--- src/rtl/stg_wb.sv ---
// stg_wb: write-back stage. It registers the GP, SR and AR write ports and assembles
// two-beat SR loads (low half first, then high half) while stalling upstream.
`default_nettype none

module stg_wb #(
  parameter int DATA_W   = 24,
  parameter int ADDR_W   = 48,
  parameter int TGT_GP_W = 4,
  parameter int TGT_SR_W = 2,
  parameter int TGT_AR_W = 2,
  parameter int CNT_W    = 32,
  parameter int OPC_W    = 8
) (
  input  logic                iw_clk,
  input  logic                iw_rst,
  input  logic                iw_valid,
  input  logic                iw_flush,
  input  logic [ADDR_W-1:0]   iw_pc,
  input  logic [OPC_W-1:0]    iw_opc,
  input  logic [TGT_GP_W-1:0] iw_tgt_gp,
  input  logic                iw_tgt_gp_we,
  input  logic [TGT_SR_W-1:0] iw_tgt_sr,
  input  logic                iw_tgt_sr_we,
  input  logic [TGT_AR_W-1:0] iw_tgt_ar,
  input  logic                iw_tgt_ar_we,
  input  logic                iw_ld,
  input  logic                iw_srld,
  input  logic                iw_mem_mp,
  input  logic [DATA_W-1:0]   iw_mem_data0,
  input  logic [DATA_W-1:0]   iw_mem_data1,
  input  logic [DATA_W-1:0]   iw_result,
  input  logic [ADDR_W-1:0]   iw_ar_result,
  output logic                ow_gp_we,
  output logic [TGT_GP_W-1:0] ow_gp_idx,
  output logic [DATA_W-1:0]   ow_gp_data,
  output logic                ow_sr_we,
  output logic [TGT_SR_W-1:0] ow_sr_idx,
  output logic [ADDR_W-1:0]   ow_sr_data,
  output logic                ow_ar_we,
  output logic [TGT_AR_W-1:0] ow_ar_idx,
  output logic [ADDR_W-1:0]   ow_ar_data,
  output logic                ow_stall,
  output logic [ADDR_W-1:0]   ow_pc,
  output logic [OPC_W-1:0]    ow_opc,
  output logic [CNT_W-1:0]    ow_retire_cnt
);

  typedef enum logic [0:0] {
    IDLE  = 1'b0,
    SR_HI = 1'b1
  } state_t;

  state_t state, state_nxt;

  logic [DATA_W-1:0] sel_data;
  logic              live;

  // Context of an SR load held between its two beats.
  logic [DATA_W-1:0]   sr_lo, sr_lo_nxt;
  logic [TGT_SR_W-1:0] sr_pidx, sr_pidx_nxt;
  logic [ADDR_W-1:0]   sr_ppc, sr_ppc_nxt;
  logic [OPC_W-1:0]    sr_popc, sr_popc_nxt;

  logic                stall;
  logic                gp_we_nxt, sr_we_nxt, ar_we_nxt;
  logic [TGT_GP_W-1:0] gp_idx_nxt;
  logic [DATA_W-1:0]   gp_data_nxt;
  logic [TGT_SR_W-1:0] sr_idx_nxt;
  logic [ADDR_W-1:0]   sr_data_nxt;
  logic [TGT_AR_W-1:0] ar_idx_nxt;
  logic [ADDR_W-1:0]   ar_data_nxt;
  logic [ADDR_W-1:0]   pc_nxt;
  logic [OPC_W-1:0]    opc_nxt;
  logic [CNT_W-1:0]    cnt_nxt;

  assign sel_data = iw_mem_mp ? iw_mem_data0 : iw_mem_data1;
  assign live     = iw_valid & ~iw_flush;
  assign ow_stall = stall & ~iw_rst;

  always_comb begin
    state_nxt   = state;
    stall       = 1'b0;
    gp_we_nxt   = 1'b0;
    sr_we_nxt   = 1'b0;
    ar_we_nxt   = 1'b0;
    gp_idx_nxt  = ow_gp_idx;
    gp_data_nxt = ow_gp_data;
    sr_idx_nxt  = ow_sr_idx;
    sr_data_nxt = ow_sr_data;
    ar_idx_nxt  = ow_ar_idx;
    ar_data_nxt = ow_ar_data;
    pc_nxt      = ow_pc;
    opc_nxt     = ow_opc;
    cnt_nxt     = ow_retire_cnt;
    sr_lo_nxt   = sr_lo;
    sr_pidx_nxt = sr_pidx;
    sr_ppc_nxt  = sr_ppc;
    sr_popc_nxt = sr_popc;

    case (state)
      IDLE: begin
        gp_we_nxt   = iw_tgt_gp_we & live;
        gp_idx_nxt  = iw_tgt_gp;
        gp_data_nxt = iw_ld ? sel_data : iw_result;
        ar_we_nxt   = iw_tgt_ar_we & live;
        ar_idx_nxt  = iw_tgt_ar;
        ar_data_nxt = iw_ar_result;
        if (live && iw_srld) begin
          // First beat: keep the low half and the trace info until the high half arrives.
          stall       = 1'b1;
          state_nxt   = SR_HI;
          sr_lo_nxt   = sel_data;
          sr_pidx_nxt = iw_tgt_sr;
          sr_ppc_nxt  = iw_pc;
          sr_popc_nxt = iw_opc;
        end else begin
          sr_we_nxt   = iw_tgt_sr_we & live;
          sr_idx_nxt  = iw_tgt_sr;
          sr_data_nxt = iw_ar_result;
          if (live) begin
            cnt_nxt = ow_retire_cnt + CNT_W'(1);
            pc_nxt  = iw_pc;
            opc_nxt = iw_opc;
          end
        end
      end

      SR_HI: begin
        state_nxt = IDLE;
        if (!iw_flush) begin
          stall       = 1'b1;
          sr_we_nxt   = 1'b1;
          sr_idx_nxt  = sr_pidx;
          sr_data_nxt = {sel_data, sr_lo};
          cnt_nxt     = ow_retire_cnt + CNT_W'(1);
          pc_nxt      = sr_ppc;
          opc_nxt     = sr_popc;
        end
      end

      default: state_nxt = IDLE;
    endcase
  end

  always_ff @(posedge iw_clk or posedge iw_rst) begin
    if (iw_rst) begin
      state         <= IDLE;
      ow_gp_we      <= 1'b0;
      ow_gp_idx     <= '0;
      ow_gp_data    <= '0;
      ow_sr_we      <= 1'b0;
      ow_sr_idx     <= '0;
      ow_sr_data    <= '0;
      ow_ar_we      <= 1'b0;
      ow_ar_idx     <= '0;
      ow_ar_data    <= '0;
      ow_pc         <= '0;
      ow_opc        <= '0;
      ow_retire_cnt <= '0;
      sr_lo         <= '0;
      sr_pidx       <= '0;
      sr_ppc        <= '0;
      sr_popc       <= '0;
    end else begin
      state         <= state_nxt;
      ow_gp_we      <= gp_we_nxt;
      ow_gp_idx     <= gp_idx_nxt;
      ow_gp_data    <= gp_data_nxt;
      ow_sr_we      <= sr_we_nxt;
      ow_sr_idx     <= sr_idx_nxt;
      ow_sr_data    <= sr_data_nxt;
      ow_ar_we      <= ar_we_nxt;
      ow_ar_idx     <= ar_idx_nxt;
      ow_ar_data    <= ar_data_nxt;
      ow_pc         <= pc_nxt;
      ow_opc        <= opc_nxt;
      ow_retire_cnt <= cnt_nxt;
      sr_lo         <= sr_lo_nxt;
      sr_pidx       <= sr_pidx_nxt;
      sr_ppc        <= sr_ppc_nxt;
      sr_popc       <= sr_popc_nxt;
    end
  end

endmodule

`default_nettype wire

--- config.mk ---
export PLATFORM = sky130hd
export DESIGN_NAME = stg_wb
export DESIGN_NICKNAME = d
export VERILOG_FILES = /design/src/rtl/stg_wb.sv
export SDC_FILE = /design/constraint.sdc
export NUM_CORES = 1
export LEC_CHECK = 0
export CAP_MARGIN = 20
export CORE_UTILIZATION = 50
export DETAILED_ROUTE_END_ITERATION = 10
export MAX_ROUTING_LAYER = met4
export PLACE_DENSITY_LB_ADDON = 0.12
export SYNTH_ARGS = -nofsm -noshare
export SYNTH_HDL_FRONTEND = slang
export SYNTH_SLANG_ARGS = --single-unit
--- constraint.sdc ---
create_clock -name iw_clk -period 29.3 [get_ports iw_clk]
set_input_delay 2.93 -clock iw_clk [delete_from_list [all_inputs] [get_ports iw_clk]]
set_output_delay 2.93 -clock iw_clk [all_outputs]
set_load 0.01 [all_outputs]
==> impl_metrics.env <==
export IMPL_status="finished, final reports clean"
export IMPL_fin_crit_ns=7.156
export IMPL_die_w_um=161.3
export IMPL_cp_end_kind="output port"
export IMPL_grt_usage=0.2778
export IMPL_dieArea_mm2=0.02601
export IMPL_finalNetCount=1677
export IMPL_setup_viol=0
export IMPL_path_class="primary input to output port"
export IMPL_yosys_most_used_dff="dfrtp_1"
export IMPL_path_clk_slew_ns=0.05
export IMPL_crit_top_cell="clkdlybuf4s50_1"
export IMPL_synth_fp_nets=1290
export IMPL_slew_viol_final=0
export IMPL_syn_inst=1095
export IMPL_synth_cell_types=36
export IMPL_cpMaxStageDelayCell="clkdlybuf4s50_1"
export IMPL_cpPeakStageDelay_ns=0.56
export IMPL_grt_max_degree=131
export IMPL_power_density_mw_per_mm2=63.67
export IMPL_routed_wl_mm=34.89
export IMPL_clock_sinks=302
export IMPL_postCtsSetupBuffers=0
export IMPL_hp_start="ow_pc[38]$_DFFE_PP0P_"
export IMPL_worstSkewPairLatency_ns=0.50
export IMPL_mostFrequentLayoutCell="clkdlybuf4s50_1"
export IMPL_antenna_left=0
export IMPL_p_leak_uw=0.007439
export IMPL_post_place_cells=1770
export IMPL_setup_tns_ns=0
export IMPL_min_path_cells=2
export IMPL_reg2reg_depth=5
export IMPL_cp_data_arrival_time_ns=4.23
export IMPL_portBuffers=413
export IMPL_clock_fmax_ghz=0.1398
export IMPL_cts_max_path_buffers=3
export IMPL_synth_edff_count=0
export IMPL_required_ns=26.37
export IMPL_r2r_start="state$_DFF_PP0_"
export IMPL_max_slew_margin=0.2941
export IMPL_cts_resized=0
export IMPL_mappedNetlistArea_mm2=0.01268
export IMPL_fin_crit_sh=0.2442
export IMPL_grt_pass1_vias=9751
export IMPL_vias_per_cell=5.249
export IMPL_cts_buffers=34
export IMPL_initial_core_util=0.5155
export IMPL_synthArstFlopShare=1.000
export IMPL_grt_pass1_wl_mm=53.85
export IMPL_ys_seq_area_frac=0.5958
export IMPL_tightest_slew_ns=1.059
export IMPL_finClkSkew_ns=0.01392
export IMPL_antenna_found_initial=2
export IMPL_place_gp_congestion=0.8180
export IMPL_areaGrowthSynthToFinish_pct=42.74
export IMPL_io_pins=414
export IMPL_final_cell_mix="411 x clkdlybuf4s50_1, 301 x dfrtp_1, 186 x nand2_1"
export IMPL_hold_viol_final=0
export IMPL_wl_per_cell_um=19.06
export IMPL_placementRows=57
export IMPL_grt_overflow_total=0
export IMPL_die_h_um=161.3
export IMPL_ys_warn_count=0
export IMPL_tritoncts="done"
export IMPL_rr_endpoint="ow_sr_data[22]$_DFFE_PP0P_"
export IMPL_vias=9611
export IMPL_dpl_worst_slack_ns=22.14
export IMPL_layout_drive_gt1_share=0.1236
export IMPL_htreeDepth=2
export IMPL_hold_path_end="ow_pc[38]$_DFFE_PP0P_"
export IMPL_syn_avg_cell_area_um2=11.58
export IMPL_first_pass_iters=5
export IMPL_coreArea_mm2=0.02460
export IMPL_peakVddDrop_mv=0.05996
export IMPL_cp_start_kind="primary input"
export IMPL_ff2ff_setup_slack_ns=25.61
export IMPL_cp_max_fo=6
export IMPL_cp_cell_sequence="clkdlybuf4s50_1 -> nor3_1 -> clkdlybuf4s50_1"
export IMPL_yosys_register_bits=302
export IMPL_grt_setup_unrepaired="false"
export IMPL_hold_class="flop to flop"
export IMPL_setup_ws_ns=22.14
export IMPL_cap_viol_max_count=0
export IMPL_hpwl_mm=24.48
export IMPL_clockRootBuffer="clkbuf_16"
export IMPL_drt_iter0_drc=489
export IMPL_finalNonFillerCells=1831
export IMPL_postCtsHoldBufs=0
export IMPL_drc=0
-- sequential cells by signal, summed over array words and instances, names as in the netlist, 2 cells and up --
register / flops
sr_pidx: 2
ow_ar_idx: 2
ow_sr_data: 48
ow_gp_data: 24
ow_sr_idx: 2
sr_popc: 8
ow_retire_cnt: 32
ow_gp_idx: 4
sr_lo: 24
ow_pc: 48
ow_ar_data: 48
sr_ppc: 48
ow_opc: 8
-- stage by stage --
step                  util  cell area, um^2  hold slack, ns  power (uW)
finish              0.7358            18100          0.4744        1153
floorplan                -            12680          0.4803       607.6
global placement    0.6902            16980          0.4597       731.4
global route        0.7358            18100          0.4909        1204
detailed placement  0.6902            16980          0.4649       739.2
CTS                 0.7356            18100          0.4817        1165
-- worst max-delay path, delay by kind of cell --
kind | cells | cell delay, ns
buf+inv | 2 | 1.07
simple gates | 1 | 0.22
-- logic make-up (layout without fill, tap and decap cells) --
logic type / after synthesis / after routing / synth area share
flip-flops: 302 / 302 / 0.5958
AND/OR/NAND/NOR: 261 / 261 / 0.08731
multiplexers: 219 / 219 / 0.1840
AO/OA/AOI/OAI: 207 / 207 / 0.08375
buffers and inverters: 74 / 484 / 0.02673
XOR/XNOR: 31 / 31 / 0.02141
adder cells (fa/ha/maj): 1 / 1 / 0.0009863
other: 0 / 2 / 0
-- power breakdown --
part / internal [uW] / leakage, uW / switching (uW) / total (uW)
registers: 476 / 0.00363 / 33.5 / 509
clock network: 259 / 0.000554 / 162 / 422
logic: 124 / 0.00326 / 98.0 / 222
total: 859 / 0.00744 / 294 / 1150
-- final cells by class --
cell class / instances / area, um^2
inverters: 4 / 22.52
multi-input cells: 719 / 4808
fillers: 1762 / 6500
diodes: 2 / 5.005
clock buffers: 52 / 1030
flip-flops and latches: 302 / 7561
well taps: 324 / 405.4
clock inverters: 7 / 88.84
repair buffers: 421 / 4184
-- cell usage after synthesis (all sizes together) (2+ instances only) --
master  number  area, um^2
nand2      186       698.2
nor2        33       131.4
dfrtp      302        7557
o21ai      178       890.9
nand4        8       56.30
xor2         9       78.83
a21oi       26       130.1
nand3       13       65.06
and2         5       31.28
and4         2       17.52
mux2i      106        1061
mux2       113        1272
nor3         6       46.30
xnor2       22       192.7
buf         51       252.7
and3         2       13.77
clkbuf      19       71.32
inv          4       15.01
-- worst max-delay path by stage --
stage,to,from,slack [ns]
5_1_grt,ow_stall,iw_flush,22.03
3_5_place_dp,ow_stall,iw_flush,22.14
2_1_floorplan,ow_ar_data[0]$_DFFE_PP0N_,iw_rst,18.02
4_1_cts,ow_stall,iw_flush,22.14
3_3_place_gp,ow_stall,iw_flush,22.14
6_report,ow_stall,iw_flush,22.14
-- per-layer routing --
metal | wire (um) | vias to the layer above | part of all wire | track usage
li1 | - | 4548 | - | -
met1 | 13430 | 4663 | 0.38 | 0.3157
met2 | 17180 | 329 | 0.49 | 0.4555
met3 | 3162 | 71 | 0.091 | 0.09450
met4 | 1115 | 0 | 0.032 | 0.1016
met5 | 0 | - | 0 | -
Note: power is estimated with default switching activity, not from simulation.
